**src/rtl/gene_tick_pkg.sv**
```systemverilog
// gene_tick_pkg: shared mode/state encodings and channel-select width helper for gene_tick_multi
package gene_tick_pkg;
    typedef enum logic [1:0] {MODE_OFF, MODE_PERIODIC, MODE_ONESHOT, MODE_RSVD} mode_t;
    typedef enum logic [1:0] {IDLE, RUN, DONE} ch_state_t;
    function automatic int ch_w(int n);
        return n > 1 ? $clog2(n) : 1;
    endfunction
endpackage

```
**src/rtl/gene_tick_ch.sv**
```systemverilog
// gene_tick_ch: one channel's mode FSM, period counter, shadow divider and registered outputs
module gene_tick_ch import gene_tick_pkg::*; #(
    parameter int CNT_W = 26,
    parameter int DEFAULT_DIV = 50_000_000
) (
    input  logic             clk,
    input  logic             reset,
    input  logic             we,
    input  logic [CNT_W-1:0] wr_div,
    input  mode_t            wr_mode,
    input  logic             start,
    output logic             tick,
    output logic             sq,
    output logic             active
);
    mode_t mode, mode_n;
    ch_state_t state, state_n;
    logic [CNT_W-1:0] count, count_n, div, div_n, shadow, shadow_n;
    logic [CNT_W:0] div_p1;
    logic term, mode_chg, go;
    // a same-cycle write is folded in before the start so the start sees the new div and mode
    always_comb begin
        mode_n = we ? wr_mode : mode;
        shadow_n = we ? wr_div : shadow;
        mode_chg = we && wr_mode != mode;
        term = state == RUN && count == div - 1'b1;
        go = start && mode_n != MODE_OFF;
        state_n = state;
        count_n = '0;
        div_n = div;
        if (go) begin
            state_n = RUN;
            div_n = shadow_n;
        end else if (mode_chg) begin
            state_n = wr_mode == MODE_PERIODIC ? RUN : IDLE;
            div_n = wr_div;
        end else if (term) begin
            state_n = mode == MODE_ONESHOT ? DONE : RUN;
            div_n = shadow_n;
        end else if (state == RUN) begin
            count_n = count + 1'b1;
        end
        div_p1 = {1'b0, div_n} + 1'b1;
    end
    always_ff @(posedge clk or posedge reset) begin
        if (reset) begin
            mode <= MODE_PERIODIC;
            state <= RUN;
            count <= '0;
            div <= CNT_W'(DEFAULT_DIV);
            shadow <= CNT_W'(DEFAULT_DIV);
            tick <= 1'b0;
            sq <= 1'b0;
            active <= 1'b1;
        end else begin
            mode <= mode_n;
            state <= state_n;
            count <= count_n;
            div <= div_n;
            shadow <= shadow_n;
            tick <= term && (go || !mode_chg);
            sq <= state_n == RUN && count_n >= div_p1[CNT_W:1];
            active <= state_n == RUN;
        end
    end
endmodule

```
**src/rtl/gene_tick_multi.sv**
```systemverilog
// gene_tick_multi: NB_CH programmable tick/square-wave generators with validated config writes
module gene_tick_multi import gene_tick_pkg::*; #(
    parameter int NB_CH = 4,
    parameter int CNT_W = 26,
    parameter int DEFAULT_DIV = 50_000_000,
    localparam int CH_W = ch_w(NB_CH)
) (
    input  logic             clk,
    input  logic             reset,
    input  logic             cfg_we,
    input  logic [CH_W-1:0]  cfg_ch,
    input  logic [CNT_W-1:0] cfg_div,
    input  logic [1:0]       cfg_mode,
    input  logic             cfg_start,
    output logic [NB_CH-1:0] tick,
    output logic [NB_CH-1:0] sq,
    output logic [NB_CH-1:0] active,
    output logic             cfg_err
);
    logic valid;
    assign valid = 32'(cfg_ch) < NB_CH && cfg_div != '0 && cfg_mode != MODE_RSVD;
    always_ff @(posedge clk or posedge reset) begin
        if (reset) cfg_err <= 1'b0;
        else cfg_err <= cfg_we && !valid;
    end
    for (genvar i = 0; i < NB_CH; i++) begin : g_ch
        gene_tick_ch #(.CNT_W(CNT_W), .DEFAULT_DIV(DEFAULT_DIV)) u_ch (
            .clk(clk),
            .reset(reset),
            .we(cfg_we && valid && cfg_ch == CH_W'(i)),
            .wr_div(cfg_div),
            .wr_mode(mode_t'(cfg_mode)),
            .start(cfg_start && cfg_ch == CH_W'(i)),
            .tick(tick[i]),
            .sq(sq[i]),
            .active(active[i])
        );
    end
endmodule
```
**config.mk**
```make
export PLATFORM = sky130hd
export DESIGN_NAME = gene_tick_multi
export DESIGN_NICKNAME = d
export VERILOG_FILES = /design/src/rtl/gene_tick_pkg.sv /design/src/rtl/gene_tick_ch.sv /design/src/rtl/gene_tick_multi.sv
export SDC_FILE = /design/constraint.sdc
export NUM_CORES = 1
export LEC_CHECK = 0
export BUFFER_PORTS_ARGS = -buffer_cell sky130_fd_sc_hd__buf_2
export CAP_MARGIN = 5
export CELL_PAD_IN_SITES_DETAIL_PLACEMENT = 0
export CELL_PAD_IN_SITES_GLOBAL_PLACEMENT = 1
export CORE_UTILIZATION = 35
export CTS_CLUSTER_SIZE = 40
export DETAILED_ROUTE_END_ITERATION = 10
export PLACE_DENSITY_LB_ADDON = 0.1
export SYNTH_ARGS = -nofsm -noshare
export SYNTH_HDL_FRONTEND = slang
export SYNTH_SLANG_ARGS = --single-unit
```
**constraint.sdc**
```tcl
create_clock -name clk -period 23 [get_ports clk]
set_input_delay 4.6 -clock clk [delete_from_list [all_inputs] [get_ports clk]]
set_output_delay 4.6 -clock clk [all_outputs]
set_load 0.02 [all_outputs]
```
Word level (Yosys, flattened, before mapping)
Cells that the tools add are included.
{"block": "totals", "register_bits": 341, "inputBits": 34, "output_inout_bits": 13}
{"block": "op_classes", "n_addsub": 12, "magnitude_cmp": 4, "eq_ne": 25, "n_mux": 53, "n_reduce_logical": 46}
{"cell": "two-way mux 26 bit", "n": 32}
{"cell": "adder 26 x 1 -> 27 bit (second input constant)", "n": 4}
{"cell": "adder 26 x 1 -> 26 bit (second input constant)", "n": 4}
{"cell": "equality test 26 bit", "n": 4}
{"cell": ">= comparator 26 bit", "n": 4}
{"cell": "subtractor 26 x 1 -> 26 bit (second input constant)", "n": 4}
{"cell": "two-way mux 2 bit", "n": 20}
{"cell": "logical AND 1 bit", "n": 31}
{"cell": "nonzero test 26 bit", "n": 1}
{"cell": "equality test 2 x 1 -> 1 bit (second input constant)", "n": 10}
{"cell": "equality test 2 bit (second input constant)", "n": 6}
{"cell": "!= test 2 bit", "n": 4}
{"cell": "nonzero test 2 bit", "n": 4}
{"cell": "logical NOT 1 bit", "n": 5}
{"cell": "logical OR 1 bit", "n": 4}
{"cell": "logical NOT 2 bit", "n": 1}
{"cell": "!= test 2 bit (second input constant)", "n": 1}
{"cell": "two-way mux 1 bit", "n": 1}

Depth between registers and ports, before layout
{"block": "logic_depth", "ltp_word": 11, "ltp_mapped": 31, "mapped_depth_nobuf": 28}

Hierarchy
A second synthesis with hierarchy kept.
{"block": "hier_totals", "hier_cells": 2744, "area_unflattened_um2": 25386.8}
{"mod": "gene_tick_ch at g_ch[0].u_ch", "n_inst": 1, "cells_each": 711, "area_each_um2": 6454.9, "seq_area_each_um2": 2160.8}
{"mod": "gene_tick_ch at g_ch[2].u_ch", "n_inst": 1, "cells_each": 676, "area_each_um2": 6353.6, "seq_area_each_um2": 2160.8}
{"mod": "gene_tick_ch at g_ch[3].u_ch", "n_inst": 1, "cells_each": 663, "area_each_um2": 6209.7, "seq_area_each_um2": 2160.8}
{"mod": "gene_tick_ch at g_ch[1].u_ch", "n_inst": 1, "cells_each": 666, "area_each_um2": 6159.7, "seq_area_each_um2": 2160.8}
{"mod": "gene_tick_multi", "n_inst": 1, "cells_each": 28, "area_each_um2": 209.0, "seq_area_each_um2": 25.0}

Worst setup path before layout
No wires, ideal clock.
{"block": "synth_timing", "path_type": "input to register", "from": "input port cfg_div[6]", "to": "register g_ch[3].u_ch.sq", "setup_ns": 0.123, "t_arrival_ns": 9.724, "t_required_ns": 22.877, "path_slack_ns": 13.153, "stages": 31, "cell_sequence": "clkbuf_1 nor4_1 and4_1 clkbuf_1 a211oi_1 and2_1 clkbuf_1 nor2_1 clkbuf_1 buf_2 nand2_1 o21ai_0 nor2_1 inv_1 ha_1 inv_1 or2_2 nor2_1 xnor2_1 ha_1 and3_1 a31oi_1 a21boi_0 o21a_1 o21a_1 o21ai_0 nand2b_1 a21oi_1 o21ai_0 a21o_1 o221a_2"}
{"block": "synth_via", "elab_chain_len": 11}
{"element": "from (decl)", "line": "gene_tick_multi.sv:12", "text": "input logic [CNT_W-1:0] cfg_div,"}
{"element": "nonzero test 26 bit *", "line": "gene_tick_multi.sv:21", "text": "assign valid = 32'(cfg_ch) < NB_CH && cfg_div != '0 && cfg_mode != MODE_RSVD;"}
{"element": "logical AND 1 bit *", "line": "gene_tick_multi.sv:21"}
{"element": "logical AND 1 bit * (2 in a row)", "line": "gene_tick_multi.sv:30", "text": ".we(cfg_we && valid && cfg_ch == CH_W'(i)),"}
{"element": "two-way mux 26 bit or two-way mux 2 bit (tied branches)", "line": "gene_tick_ch.sv:24, gene_tick_ch.sv:23"}
{"element": "two-way mux 26 bit or nonzero test 2 bit (tied branches)", "line": "gene_tick_ch.sv:37, gene_tick_ch.sv:27"}
{"element": "two-way mux 26 bit or logical AND 1 bit (tied branches)", "line": "gene_tick_ch.sv:34, gene_tick_ch.sv:27"}
{"element": "two-way mux 26 bit *", "line": "gene_tick_ch.sv:31", "text": "if (go) begin"}
{"element": "via g_ch[3].u_ch.div_n[0]", "line": "gene_tick_ch.sv:18", "text": "logic [CNT_W-1:0] count, count_n, div, div_n, shadow, shadow_n;"}
{"element": "adder 26 x 1 -> 27 bit *", "line": "gene_tick_ch.sv:43", "text": "div_p1 = {1'b0, div_n} + 1'b1;"}
{"element": ">= comparator 26 bit *", "line": "gene_tick_ch.sv:62", "text": "sq <= state_n == RUN && count_n >= div_p1[CNT_W:1];"}
{"element": "logical AND 1 bit *", "line": "gene_tick_ch.sv:62"}
{"element": "to (signal assigned)", "line": "gene_tick_ch.sv:62"}
{"element": "to (decl)", "line": "gene_tick_ch.sv:13", "text": "output logic sq,"}
The timed path passes the listed nets; every way through them passes the cells marked *.

Final worst setup path
{"block": "layout_timing", "from": "input port cfg_div[13]", "to": "register g_ch[3].u_ch.sq"}
The elaborated chain is that of the path after synthesis.

==> summary by stage <==
Drt
The via total after detailed routing is 22005. The detail route stage leaves a number of antenna-violating nets equal to 0. After detailed routing, the average wire length per cell comes to 22.9 um. After the first detailed-routing iteration, the DRC count stood at 1636. The final layout contains routed wiring with a total length of 88600 um. The count of unresolved DRC violations after routing is 0. In the routed layout, each cell is associated on average with a via count of 5.70.

For this run, the detailed router's first-pass iteration total came to 5.

Timing
The maximum clock skew at final layout is 13.8 ps. The final max-slew violation count is 0. Derived from the worst setup path, the maximum achievable clock frequency is 0.0945 GHz. In the final timing run, aggregate negative setup slack is 0 ps. The worst max-slew margin expressed relative to the limit is 18.5%. The final critical path takes up 46.0% of the cycle. The final worst setup slack is 12420 ps. After layout, the minimum clock period comes to 10580 ps. The final number of hold-violating endpoints is 0. The actual slew at the worst max-slew pin is 1220 ps. Setup repair after global routing left no endpoint under its margin. Setup violations remaining at the end of the flow were counted as 0.

Logic synthesis
The basic-gate share of the synthesized area counting and, or, nand and nor cells is 26.0%. The count of mapped cells out of synthesis is 2917. The total of warnings raised by yosys is 0. In the post-synthesis netlist, the biggest area contributors are dfrtp_1 (23%), dfstp_2 (11%), nand2_1 (5.8%).

Of the post-synthesis cell area, the part taken by muxes is 3.22%. The combinational family with the most area after synthesis is simple AND/OR/NAND/NOR gates. The synthesized design contains 341 register bits. The fraction of registers with async set/reset is 100%. The fraction of the mapped netlist area in adder cells is 5.74%. The post-synthesis instance area is 25300 um2. The most common cell in the synthesized netlist is nand2_1.

Each instance of the synthesized netlist takes up on average 8.67 um2. The commonest cells after synthesis are nand2_1 (390), nor2_1 (253), dfrtp_1 (233). The area fraction in compound gates after synthesis is 15.4%. The net count after synthesis is 3067. In this run, distinct cell masters in the synthesized netlist total 118. The cell type with the largest total area after synthesis is dfrtp_1. After synthesis, the largest area contributor takes up 23.1% of total cell area. Sequential elements use 34.3% of the synthesized area. Summing the areas of all xor and xnor instances in the mapped netlist gives 10.8% of the synthesized area. The most used flip-flop cell after synthesis is dfrtp_1. The number of synthesized flops with an enable pin is 0.

Clocking
The H-tree was split into 2 levels. The count of instances resized after the clock tree is built is 0. Once the clock tree was built, the setup fixing pass inserted 0 buffers. The clock tree from TritonCTS is yes. The tree built by TritonCTS fans out to 341 sinks. The clock reaches the later pin of the worst-skew pair after 590 ps. For this design, the CTS-stage hold fixing added 0 buffers. Clock tree synthesis selected as its root buffer the cell clkbuf_16.

After clock tree synthesis, the clock-pin slew on the worst setup and hold paths is 60 ps. The clock tree buffer depth is 3. Clock tree synthesis inserted a total of 47 buffers.

Pwr
The total leakage power is 0.0119 uW. The ratio of total power to cell area is 90.8 nW/um2. The highest ir drop seen on vdd is 0.0000586 V. Total power for the finished layout comes to 2520 uW.

Floorplanning
The region available for standard cell placement spans 71500 um2. Row generation in the floorplan step produced 98 rows. In this run the vertical extent of the chip is 271 um. The I/O pin total is 47. The die is 271 um wide. The area of the die is 73300 um2.

The effective utilization at floorplan is 35.4%.

Global routing
The number of global-route vias before repair was 22090. The global-route track usage on met3 is 4.27%. The maximum number of pins on one net before global-route repair is 91. The met2 usage in global routing is 39.1%. The global-route wire length before repair is 137000 um.

The number of antenna violations at the first check in global routing is 10. The met1 layer usage reported by global route is 31.9%. The global routing stage identified its most utilized layer as met2. Global routing finished with a remaining overflow of 0. Global routing used 24.0% of the available tracks across all layers.

Finish
The share of layout cells above drive strength 1 is 12.6%. The final non-filler cell total is 3862. The net count reported at finish is 3022. Relative to the synthesized area, the layout overhead comes to 9.83%.

Outcome
The flow ran to the end, and the final reports show no timing, DRC or antenna violations.

Min path
The class of the tightest hold or removal check is flip-flop to flip-flop. The startpoint of the tightest hold check path is g_ch[1].u_ch.shadow[25]$_DFF_PP1_. The cell depth of the worst min-delay path is 2. The sink of the worst hold path is g_ch[1].u_ch.shadow[25]$_DFF_PP1_.

Setup path
Across all register-to-register paths, the minimum setup slack is 15580 ps. In this run the critical register-to-register path is launched from g_ch[2].u_ch.div[11]$_DFF_PP0_. The maximum fanout along the worst path is 18. The critical path required time is 23480 ps. The worst setup path is launched from a primary input. The category of the most critical setup path is primary input to flip-flop. Measured in cells, the most critical reg-to-reg path has a length of 20. The worst setup path is captured at a flip-flop. The arrival time at the worst endpoint is 11060 ps. In this run the critical register-to-register path is captured at g_ch[2].u_ch.sq$_DFF_PP0_.

Placed design
Buffers placed on the I/O ports in this run total 46. The weighted congestion reported at the end of routability-driven placement is 0.894. The half-perimeter wire length of the detailed placement result is 66200 um. The worst setup timing slack at the placement stage is 11870 ps.

The number of placed instances, taps included, is 3773.

Run
Across the run, the number of max-cap violations was 0.
## cells by family after synthesis
kind of cell	count (synthesis)
adder cells (fa/ha/maj)	116
flip-flops	341
multiplexers	79
buffers and inverters	266
AO/OA/AOI/OAI	535
AND/OR/NAND/NOR	1268
XOR/XNOR	312
## cell type report
class	count	area, um2
tap	950	1190
multi-input combinational	2310	15500
timing repair buffer	77	463
antenna	2	5.00
clock buffer	69	1380
inverter	95	364
clock inverter	18	195
fill	7264	43700
sequential	341	8670
## metal layers
layer	share of wire [%]	up-vias
li1	-	10409
met1	45	10839
met2	47	585
met3	5.6	160
met4	3.0	12
met5	0.090	-
## registers in the layout, indices dropped and copies added (netlist names)
name and flops:
g_ch.u_ch.count 104, g_ch.u_ch.div 104, g_ch.u_ch.shadow 104, g_ch.u_ch.mode 8
g_ch.u_ch.state 8, g_ch.u_ch.active 4, g_ch.u_ch.sq 4, g_ch.u_ch.tick 4
cfg_err 1
## worst max-delay path by stage
| stage | start | end | slack [ps] | cells after the start |
|---|---|---|---|---|
| floorplan | reset | cfg_err$_DFF_PP0_ | 9130 | 1 |
| global placement | cfg_div[6] | g_ch[3].u_ch.sq$_DFF_PP0_ | 12000 | 26 |
| detailed placement | cfg_div[6] | g_ch[3].u_ch.sq$_DFF_PP0_ | 11870 | 25 |
| CTS | cfg_div[6] | g_ch[3].u_ch.sq$_DFF_PP0_ | 12480 | 25 |
| global route | cfg_div[13] | g_ch[3].u_ch.sq$_DFF_PP0_ | 11790 | 28 |
| finish | cfg_div[13] | g_ch[3].u_ch.sq$_DFF_PP0_ | 12420 | 25 |
## critical path: stages
cell	delay (ps)
buf_2	220
nor4_1	420
nand3_1	260
o21ai_1	620
a211oi_1	390
nor2_1	650
buf_4	360
a222oi_1	100
mux2i_1	480
nand4bb_4	230
or2_2	360
nor2_1	130
xnor2_1	160
ha_1	310
and3_1	200
a31oi_1	140
a21boi_0	100
o21a_1	170
o21a_1	160
o21ai_0	150
nand2b_1	80
a21oi_1	180
o21ai_0	160
a21o_1	180
o221a_2	240
## layout by cell type (no fill, tap or decap), types with 20 or more instances in the layout
| master | instances |
|---|---|
| a21o_1 | 38 |
| a21oi_1 | 88 |
| a22oi_1 | 24 |
| a31oi_1 | 25 |
| and2_1 | 40 |
| and3_1 | 54 |
| buf_2 | 46 |
| buf_4 | 31 |
| clkbuf_16 | 49 |
| dfrtp_1 | 233 |
| dfstp_2 | 108 |
| ha_1 | 116 |
| inv_1 | 93 |
| mux2i_1 | 61 |
| nand2_1 | 390 |
| nand2b_1 | 30 |
| nand3_1 | 109 |
| nand4_1 | 74 |
| nor2_1 | 253 |
| nor2b_1 | 32 |
| nor3_1 | 67 |
| nor4_1 | 51 |
| o211ai_1 | 20 |
| o21a_1 | 24 |
| o21ai_0 | 86 |
| o31ai_1 | 20 |
| xnor2_1 | 163 |
| xor2_1 | 148 |
## stage by stage
stage	cell area (um2)	hold WS (ps)	utilization, %
after floorplan	25300	432	-
after global placement	26200	461	36.6
after detailed placement	26200	458	36.6
after CTS	27800	472	38.8
after global routing	27800	488	38.8
final	27800	468	38.8
## report_power, final
group	leakage (uW)	internal [uW]	switching (uW)	total, uW
sequential	0.00417	741	152	892
combinational	0.00694	335	536	871
clock	0.000779	459	298	757
Power figures use the tool's default switching activity.
